[config.mk]
export PLATFORM = sky130hd
export DESIGN_NAME = traffic_light_monitor
export DESIGN_NICKNAME = d
export VERILOG_FILES = /design/src/rtl/traffic_light_monitor.sv
export SDC_FILE = /design/constraint.sdc
export NUM_CORES = 1
export LEC_CHECK = 0
export CAP_MARGIN = 20
export CORE_MARGIN = 5
export CORE_UTILIZATION = 58
export CTS_CLUSTER_DIAMETER = 80
export DETAILED_ROUTE_END_ITERATION = 8
export GPL_ROUTABILITY_DRIVEN = 0
export PLACE_DENSITY = 0.85
export RECOVER_POWER = 50
export SYNTH_ARGS = -nofsm -noshare
export SYNTH_HDL_FRONTEND = slang
export SYNTH_SLANG_ARGS = --single-unit
export TNS_END_PERCENT = 1
[constraint.sdc]
create_clock -name clk -period 4.8 [get_ports clk]
set_input_delay 0.48 -clock clk [delete_from_list [all_inputs] [get_ports clk]]
set_output_delay 0.48 -clock clk [all_outputs]
set_load 0.01 [all_outputs]
[src/rtl/traffic_light_monitor.sv]
// Receive-side checker for the two-road traffic light bus: decodes lA/lB into
// the 8-phase sequence and flags illegal codes, conflicts, misordering and dwell faults.
module traffic_light_monitor #(
  parameter int unsigned TRANS_CYCLES = 1,
  parameter int unsigned DWELL_W      = 8,
  parameter int unsigned CNT_W        = 8
) (
  input  logic               clk,
  input  logic               reset,
  input  logic [1:0]         lA,
  input  logic [1:0]         lB,
  input  logic               clr_err,
  output logic               locked,
  output logic [2:0]         phase,
  output logic [DWELL_W-1:0] green_dwell,
  output logic [CNT_W-1:0]   cycle_count,
  output logic               err_pulse,
  output logic [1:0]         err_code,
  output logic               err_sticky
);

  localparam logic [1:0] C_G = 2'b00;
  localparam logic [1:0] C_Y = 2'b01;
  localparam logic [1:0] C_R = 2'b10;
  localparam logic [1:0] C_X = 2'b11;
  localparam logic [DWELL_W-1:0] TC = DWELL_W'(TRANS_CYCLES);

  typedef enum logic {UNLOCKED, LOCKED} state_t;

  // Expected {lA,lB} for each phase of the sequence
  function automatic logic [3:0] phase_pair(input logic [2:0] p);
    case (p)
      3'd0:    phase_pair = {C_G, C_R};
      3'd1:    phase_pair = {C_Y, C_R};
      3'd2:    phase_pair = {C_R, C_R};
      3'd3:    phase_pair = {C_R, C_Y};
      3'd4:    phase_pair = {C_R, C_G};
      3'd5:    phase_pair = {C_R, C_Y};
      3'd6:    phase_pair = {C_R, C_R};
      default: phase_pair = {C_Y, C_R};
    endcase
  endfunction

  state_t             state_q, state_d;
  logic [2:0]         phase_d;
  logic [DWELL_W-1:0] dwell_q, dwell_d;
  logic               over_q, over_d;
  logic               locked_d;
  logic [DWELL_W-1:0] green_d;
  logic [CNT_W-1:0]   cnt_d;
  logic               err;
  logic [1:0]         code_d;
  logic               sticky_d;
  logic [3:0]         pair, cur_pair, nxt_pair;
  logic               inv, conflict, trans;

  always_ff @(posedge clk or posedge reset) begin
    if (reset) begin
      state_q     <= UNLOCKED;
      phase       <= 3'd0;
      dwell_q     <= '0;
      over_q      <= 1'b0;
      locked      <= 1'b0;
      green_dwell <= '0;
      cycle_count <= '0;
      err_pulse   <= 1'b0;
      err_code    <= 2'd0;
      err_sticky  <= 1'b0;
    end else begin
      state_q     <= state_d;
      phase       <= phase_d;
      dwell_q     <= dwell_d;
      over_q      <= over_d;
      locked      <= locked_d;
      green_dwell <= green_d;
      cycle_count <= cnt_d;
      err_pulse   <= err;
      err_code    <= code_d;
      err_sticky  <= sticky_d;
    end
  end

  always_comb begin
    state_d  = state_q;
    phase_d  = phase;
    dwell_d  = dwell_q;
    over_d   = over_q;
    cnt_d    = cycle_count;
    err      = 1'b0;
    code_d   = err_code;
    pair     = {lA, lB};
    cur_pair = phase_pair(phase);
    nxt_pair = phase_pair(phase + 3'd1);
    inv      = (lA == C_X) || (lB == C_X);
    conflict = (lA != C_R) && (lB != C_R);
    trans    = (phase != 3'd0) && (phase != 3'd4);

    if (inv) begin
      err    = 1'b1;
      code_d = 2'd0;
    end else if (conflict) begin
      err    = 1'b1;
      code_d = 2'd1;
    end else if (state_q == LOCKED && pair != cur_pair && pair != nxt_pair) begin
      err    = 1'b1;
      code_d = 2'd2;
    end

    // Fatal errors and the unlocked state share the same (re)lock search
    if (err || state_q == UNLOCKED) begin
      state_d = UNLOCKED;
      phase_d = 3'd0;
      dwell_d = '0;
      over_d  = 1'b0;
      if (pair == {C_G, C_R}) begin
        state_d = LOCKED;
        dwell_d = DWELL_W'(1);
      end else if (pair == {C_R, C_G}) begin
        state_d = LOCKED;
        phase_d = 3'd4;
        dwell_d = DWELL_W'(1);
      end
    end else if (pair == cur_pair) begin
      if (trans) begin
        if (dwell_q >= TC) begin
          if (!over_q) begin
            err    = 1'b1;
            code_d = 2'd3;
            over_d = 1'b1;
          end
        end else begin
          dwell_d = dwell_q + DWELL_W'(1);
        end
      end else if (dwell_q != '1) begin
        dwell_d = dwell_q + DWELL_W'(1);
      end
    end else begin
      if (trans && dwell_q < TC) begin
        err    = 1'b1;
        code_d = 2'd3;
      end
      phase_d = phase + 3'd1;
      dwell_d = DWELL_W'(1);
      over_d  = 1'b0;
      if (phase == 3'd7) cnt_d = cycle_count + CNT_W'(1);
    end

    locked_d = (state_d == LOCKED);
    green_d  = (locked_d && (phase_d == 3'd0 || phase_d == 3'd4)) ? dwell_d : '0;
    sticky_d = err ? 1'b1 : (clr_err ? 1'b0 : err_sticky);
  end

endmodule
Yosys cells after proc, flatten, opt, wreduce, memory -nomap -nowiden
Cells that the tools add are included.

word-level totals
  bits in registers = 33
  input port bits = 7
  output and inout port bits = 24
  logic and storage cells = 103

cells by class
  $add $sub $neg = 3
  $lt $le $gt $ge = 2
  equality and inequality tests = 25
  mux-type cells = 41
  bitwise operators = 3
  reductions and logical operators = 20

operators with widths
  kind                                                                                  count
  8-bit two-way mux                                                                     6
  4-bit case mux with 4 select lines                                                    2
  3-bit == test (second input constant)                                                 8
  1-bit two-way mux                                                                     20
  2-bit two-way mux                                                                     9
  8-bit by 1-bit adder with 8-bit output (second input constant)                        2
  3-bit by 2-bit == test with 1-bit output (second input constant)                      4
  3-bit two-way mux                                                                     4
  3-bit zero test                                                                       3
  8-bit by 1-bit greater-or-equal comparator with 1-bit output (second input constant)  1
  8-bit by 1-bit < comparator with 1-bit output (second input constant)                 1
  4-bit inequality test                                                                 2
  8-bit inequality test (second input constant)                                         1
  2-bit OR reduction                                                                    4
  1-bit logical AND                                                                     6
  3-bit inequality test (second input constant)                                         2
  2-bit == test (second input constant)                                                 2
  4-bit by 2-bit == test with 1-bit output (second input constant)                      1
  4-bit == test                                                                         1
  4-bit == test (second input constant)                                                 1
  2-bit inequality test (second input constant)                                         2
  3-bit by 1-bit adder with 3-bit output (second input constant)                        1
  1-bit logical OR                                                                      3
  3-bit by 2-bit inequality test with 1-bit output (second input constant)              1
  other kinds (5)                                                                       7

Depth between registers and ports, before layout
  depth in word-level cells = 15
  mapped depth = 10
  gate-level depth less buffers = 8

Worst setup path after synthesis
Ideal clock, no wire load.

  path type = register to register
  start point = reg phase[0]
  end point = reg cycle_count[1]
  library setup time = 0.128 ns
  arrival = 2.661 ns
  data required time = 4.672 ns
  setup slack = 2.011 ns
  cell stages (with the launch flop) = 10
  buffers on the path = 1
  clock period less this slack = 2.789 ns
  path through = dfrtp_1 ha_1 ha_1 or4b_4 a21oi_2 o22ai_2 or2_1 buf_6 nor3_4 mux2_1

between the ends
  longest elaborated chain between the ends = 12

ends and longest elaborated chain
  item                                                                                       RTL line  source
  start, declared                                                                            14        output logic [2:0] phase,
  start signal, assigned                                                                     71        phase <= phase_d;
  3-bit by 1-bit adder with 3-bit output (tied with other cells)                             93        nxt_pair = phase_pair(phase + 3'd1);
  3-bit == test (tied with other cells)                                                      32        case (p)
  2-bit OR reduction (no line) / 4-bit case mux with 4 select lines (equally long branches)  --
  4-bit case mux with 4 select lines / 4-bit inequality test (equally long branches)         32, 104
  4-bit inequality test / 1-bit logical AND (equally long branches)                          104       end else if (state_q == LOCKED && pair != cur_pair && pair != nxt_pair) begin
  1-bit logical AND                                                                          104
  1-bit two-way mux                                                                          104
  1-bit two-way mux                                                                          101       end else if (conflict) begin
  1-bit two-way mux                                                                          98        if (inv) begin
  1-bit logical OR                                                                           110       if (err || state_q == UNLOCKED) begin
  1-bit NOT (no line)                                                                        --
  3-bit AND reduction (no line) (*)                                                          --
  end signal, assigned                                                                       76        cycle_count <= cnt_d;
  end, declared                                                                              16        output logic [CNT_W-1:0] cycle_count,

Every way passes the cells marked *; elsewhere a longest branch is shown, timed or not.
A chain may end at the register's enable or synchronous reset.

Worst setup path in the final report
  start point = reg phase[0]
  end point = reg dwell_q[0]

between the ends
  longest elaborated chain between the ends = 11

ends and longest elaborated chain
  item                                                                                       RTL line  source
  3-bit by 1-bit adder with 3-bit output (tied with other cells)                             93
  3-bit == test (tied with other cells)                                                      32
  2-bit OR reduction (no line) / 4-bit case mux with 4 select lines (equally long branches)  --
  4-bit case mux with 4 select lines / 4-bit inequality test (equally long branches)         32, 104
  4-bit inequality test / 1-bit logical AND (equally long branches)                          104
  1-bit logical AND                                                                          104
  1-bit two-way mux                                                                          104
  1-bit two-way mux                                                                          101
  1-bit two-way mux                                                                          98
  1-bit logical OR                                                                           110
  8-bit two-way mux (*)                                                                      110
  via dwell_d[0]                                                                             46        logic [DWELL_W-1:0] dwell_q, dwell_d;
  end signal, assigned                                                                       72        dwell_q <= dwell_d;
  end, declared                                                                              46

Mark *: on every way through the listed nets, which the timed path passes. The rest lies on a longest branch.

==> out/results.txt <==
first-pass GRT wire length: 7.13 mm
result of the run: finished, violations left
main combinational cell family by area after synthesis: simple AND/OR/NAND/NOR gates
synth top area cells: dfrtp_1 (40%), ha_1 (6.7%), nor2_1 (4.7%)
syn avg cell area: 9.84 um^2
Yosys top cell area share: 0.401
sequential share of the synthesized area: 0.401
hold-fix buffers at CTS: 0
CTS tree: done
worst slew pin tran: 1.64 ns
CP max-delay cell: nor3_4
synth warn: 0
GRT Overall Usage: 0.179
CTS buffer count: 5
post-cts repair resize count: 0
number of top-level pins: 31
Clock Skew: 0.00657 ns
post-synthesis sequential element count: 33
top_reg_cell synth: dfrtp_1
CP max stage delay: 0.69 ns
max-slew violation count: 34
post-synth net total: 227
top cells by count, synth: dfrtp_1 (33), nor2_1 (26), ha_1 (11), nand2_1 (11), inv_1 (10)
drt first pass iters: 4
setup TNS: 0 ns
Power Density: 205 mW/mm^2
Worst setup SP type: flop
largest net degree at the start of global routing: 34
Filler cells: 251
CTS Sinks: 33
number of synthesized flops with an enable pin: 0
Remaining DRCs: 0
Post-Synthesis Cells: 209
WL/cell: 14.0 um
Tot Pwr: 497 uW
Die Ht: 69.6 um
Synth Area in Simple Gates: 0.273
buffers added on ports: 30
Synth Area in Compound Gates: 0.125
critical-path cell list: inv_1 -> ha_1 -> o21bai_1 -> a211oi_1 -> xnor2_1 -> nor3_4 -> nand2_2 -> o22a_1
Core Box Area: 0.00339 mm^2
WL final: 4.00 mm
Vias: 1619
peak supply drop: 103 uV
mux contribution to synthesized area: 0.0328
maximum net fanout on the critical path: 18
part of the cycle the worst path needs: 0.637
Multi-input gate area: 0.00114 mm^2
Setup Buffers After CTS: 0
clk buf depth: 2
remaining antenna violation count: 0
clk root buf: clkbuf_4
Rows: 21
grt ovf: 0
RSZ-0062 raised after global routing: no
n_diodes: 0
share of layout cells above drive strength 1: 0.117
post-synthesis adder-cell area fraction: 0.0669
initial antenna violation count: 0
Starting Density: 0.607
vias in the first global route: 1530
final setup vio count: 0
number of H-tree levels: 2
Post-synth ARST share: 1.00
minimum clock period: 3.06 ns
Synth Area in XOR/XNOR: 0.0554
Vias per Instance: 5.66
die width: 69.6 um
Yosys top cell by area: dfrtp_1
DIE AREA: 0.00484 mm^2
cell with the most instances after synthesis: dfrtp_1
Max Clock Freq: 0.327 GHz
Data arrival, critical path: 3.29 ns
leakage power: 0.00107 uW
Worst Path Required: 5.03 ns
Hold WC Path Type: flop to flop
Final HPWL DP: 2.96 mm
WS Path Type: flop to flop
Reg area: 826 um^2
Clock Latency Late Sink: 0.34 ns
Slew headroom: -0.0961
Distinct cells, synth: 57
area of the mapped netlist: 0.00206 mm^2
Max Cap Violations: 1
final hold vios: 0
CP endpoint kind: flop
NumNets Final: 257
Iter 0 DRT Violations: 110
Worst-path clk slew: 0.10 ns
Area Overhead vs Synth: 17.5%
failing checks: capacitance limit, slew limit
## per-layer routing
metal  up-vias  wire (um)  global-route usage
met5         -          0                   0
met4         0         35              0.0521
met3         4        204              0.0464
met2        35       1770               0.275
met1       766       1990               0.249
li1        814          -                   -
## layout by cell type, fill, tap and decap left out, drive strengths merged, types with 2 or more instances in the layout
master          n
nand4           4
o211ai          2
nor4b           3
nor4            5
dlygate4sd3    13
nor2b           2
a21oi          10
and3            8
clkinv          2
xor2            9
dfrtp          33
nor3            9
nor2           26
mux2            3
o21ai           5
or4b            2
or3             2
inv            10
or2             2
xnor2           4
a31oi           3
nor3b           4
nand2          12
clkdlybuf4s50  17
clkbuf          6
o21bai          2
o31ai           2
nand2b          2
ha             11
nand3           8
mux2i           3
## flip-flops by register name, indices dropped and copies added, names as in the netlist
signal / flops
dwell_q: 8
cycle_count: 8
err_code: 2
over_q: 1
phase: 3
err_pulse: 1
err_sticky: 1
green_dwell: 8
state_q: 1
## power by group
group | total [uW] | internal [uW] | switching [uW]
Clock | 152 | 55.1 | 96.6
Sequential | 287 | 283 | 4.12
Combinational | 58.2 | 25.4 | 32.8
## worst max-delay path: cells and delay by family, from the launching register on
family | cells | cell delay [ns]
xor+xnor | 1 | 0.16
fa+ha+maj | 1 | 0.49
simple gates | 2 | 0.98
flops | 1 | 0.47
buf+inv | 1 | 0.16
compound gates | 3 | 0.69
## metrics by stage
stage | cells | hold WS [ns] | utilization | setup WS (ns) | cell area [um^2]
3_3_place_gp | 278 | 0.459 | 0.698 | 1.78 | 2370
4_1_cts | 286 | 0.477 | 0.714 | 1.76 | 2420
6_report | 286 | 0.476 | 0.713 | 1.74 | 2420
2_1_floorplan | 209 | 0.467 | - | 2.01 | 2060
3_5_place_dp | 278 | 0.462 | 0.698 | 1.76 | 2370
5_1_grt | 286 | 0.508 | 0.713 | 1.47 | 2420
## final timing paths
kind	from	endpoint	slack (ns)	cells after the start
max	phase[0]$_DFF_PP0_	dwell_q[0]$_DFF_PP0_	1.74	8
min	cycle_count[7]$_DFFE_PP0P_	cycle_count[7]$_DFFE_PP0P_	0.48	1
max reg2reg	phase[0]$_DFF_PP0_	dwell_q[0]$_DFF_PP0_	1.74	8
min reg2reg	cycle_count[7]$_DFFE_PP0P_	cycle_count[7]$_DFFE_PP0P_	0.48	1
max in group asynchronous	reset	cycle_count[6]$_DFFE_PP0P_	2.72	3
min in group asynchronous	reset	green_dwell[4]$_DFF_PP0_	1.14	3
## area by class of cell
class	count	area share
clock buffers	5	0.0155
clock inverters	3	0.00725
inverters	10	0.0155
multi-input cells	158	0.470
flip-flops and latches	33	0.342
well taps	46	0.0238
repair buffers	31	0.126
## logic make-up after synthesis
group | count (synthesis)
buf+inv | 18
xor+xnor | 13
mux | 6
compound gates | 36
flops | 33
fa+ha+maj | 11
simple gates | 92
(Power assumes the default switching activity.)
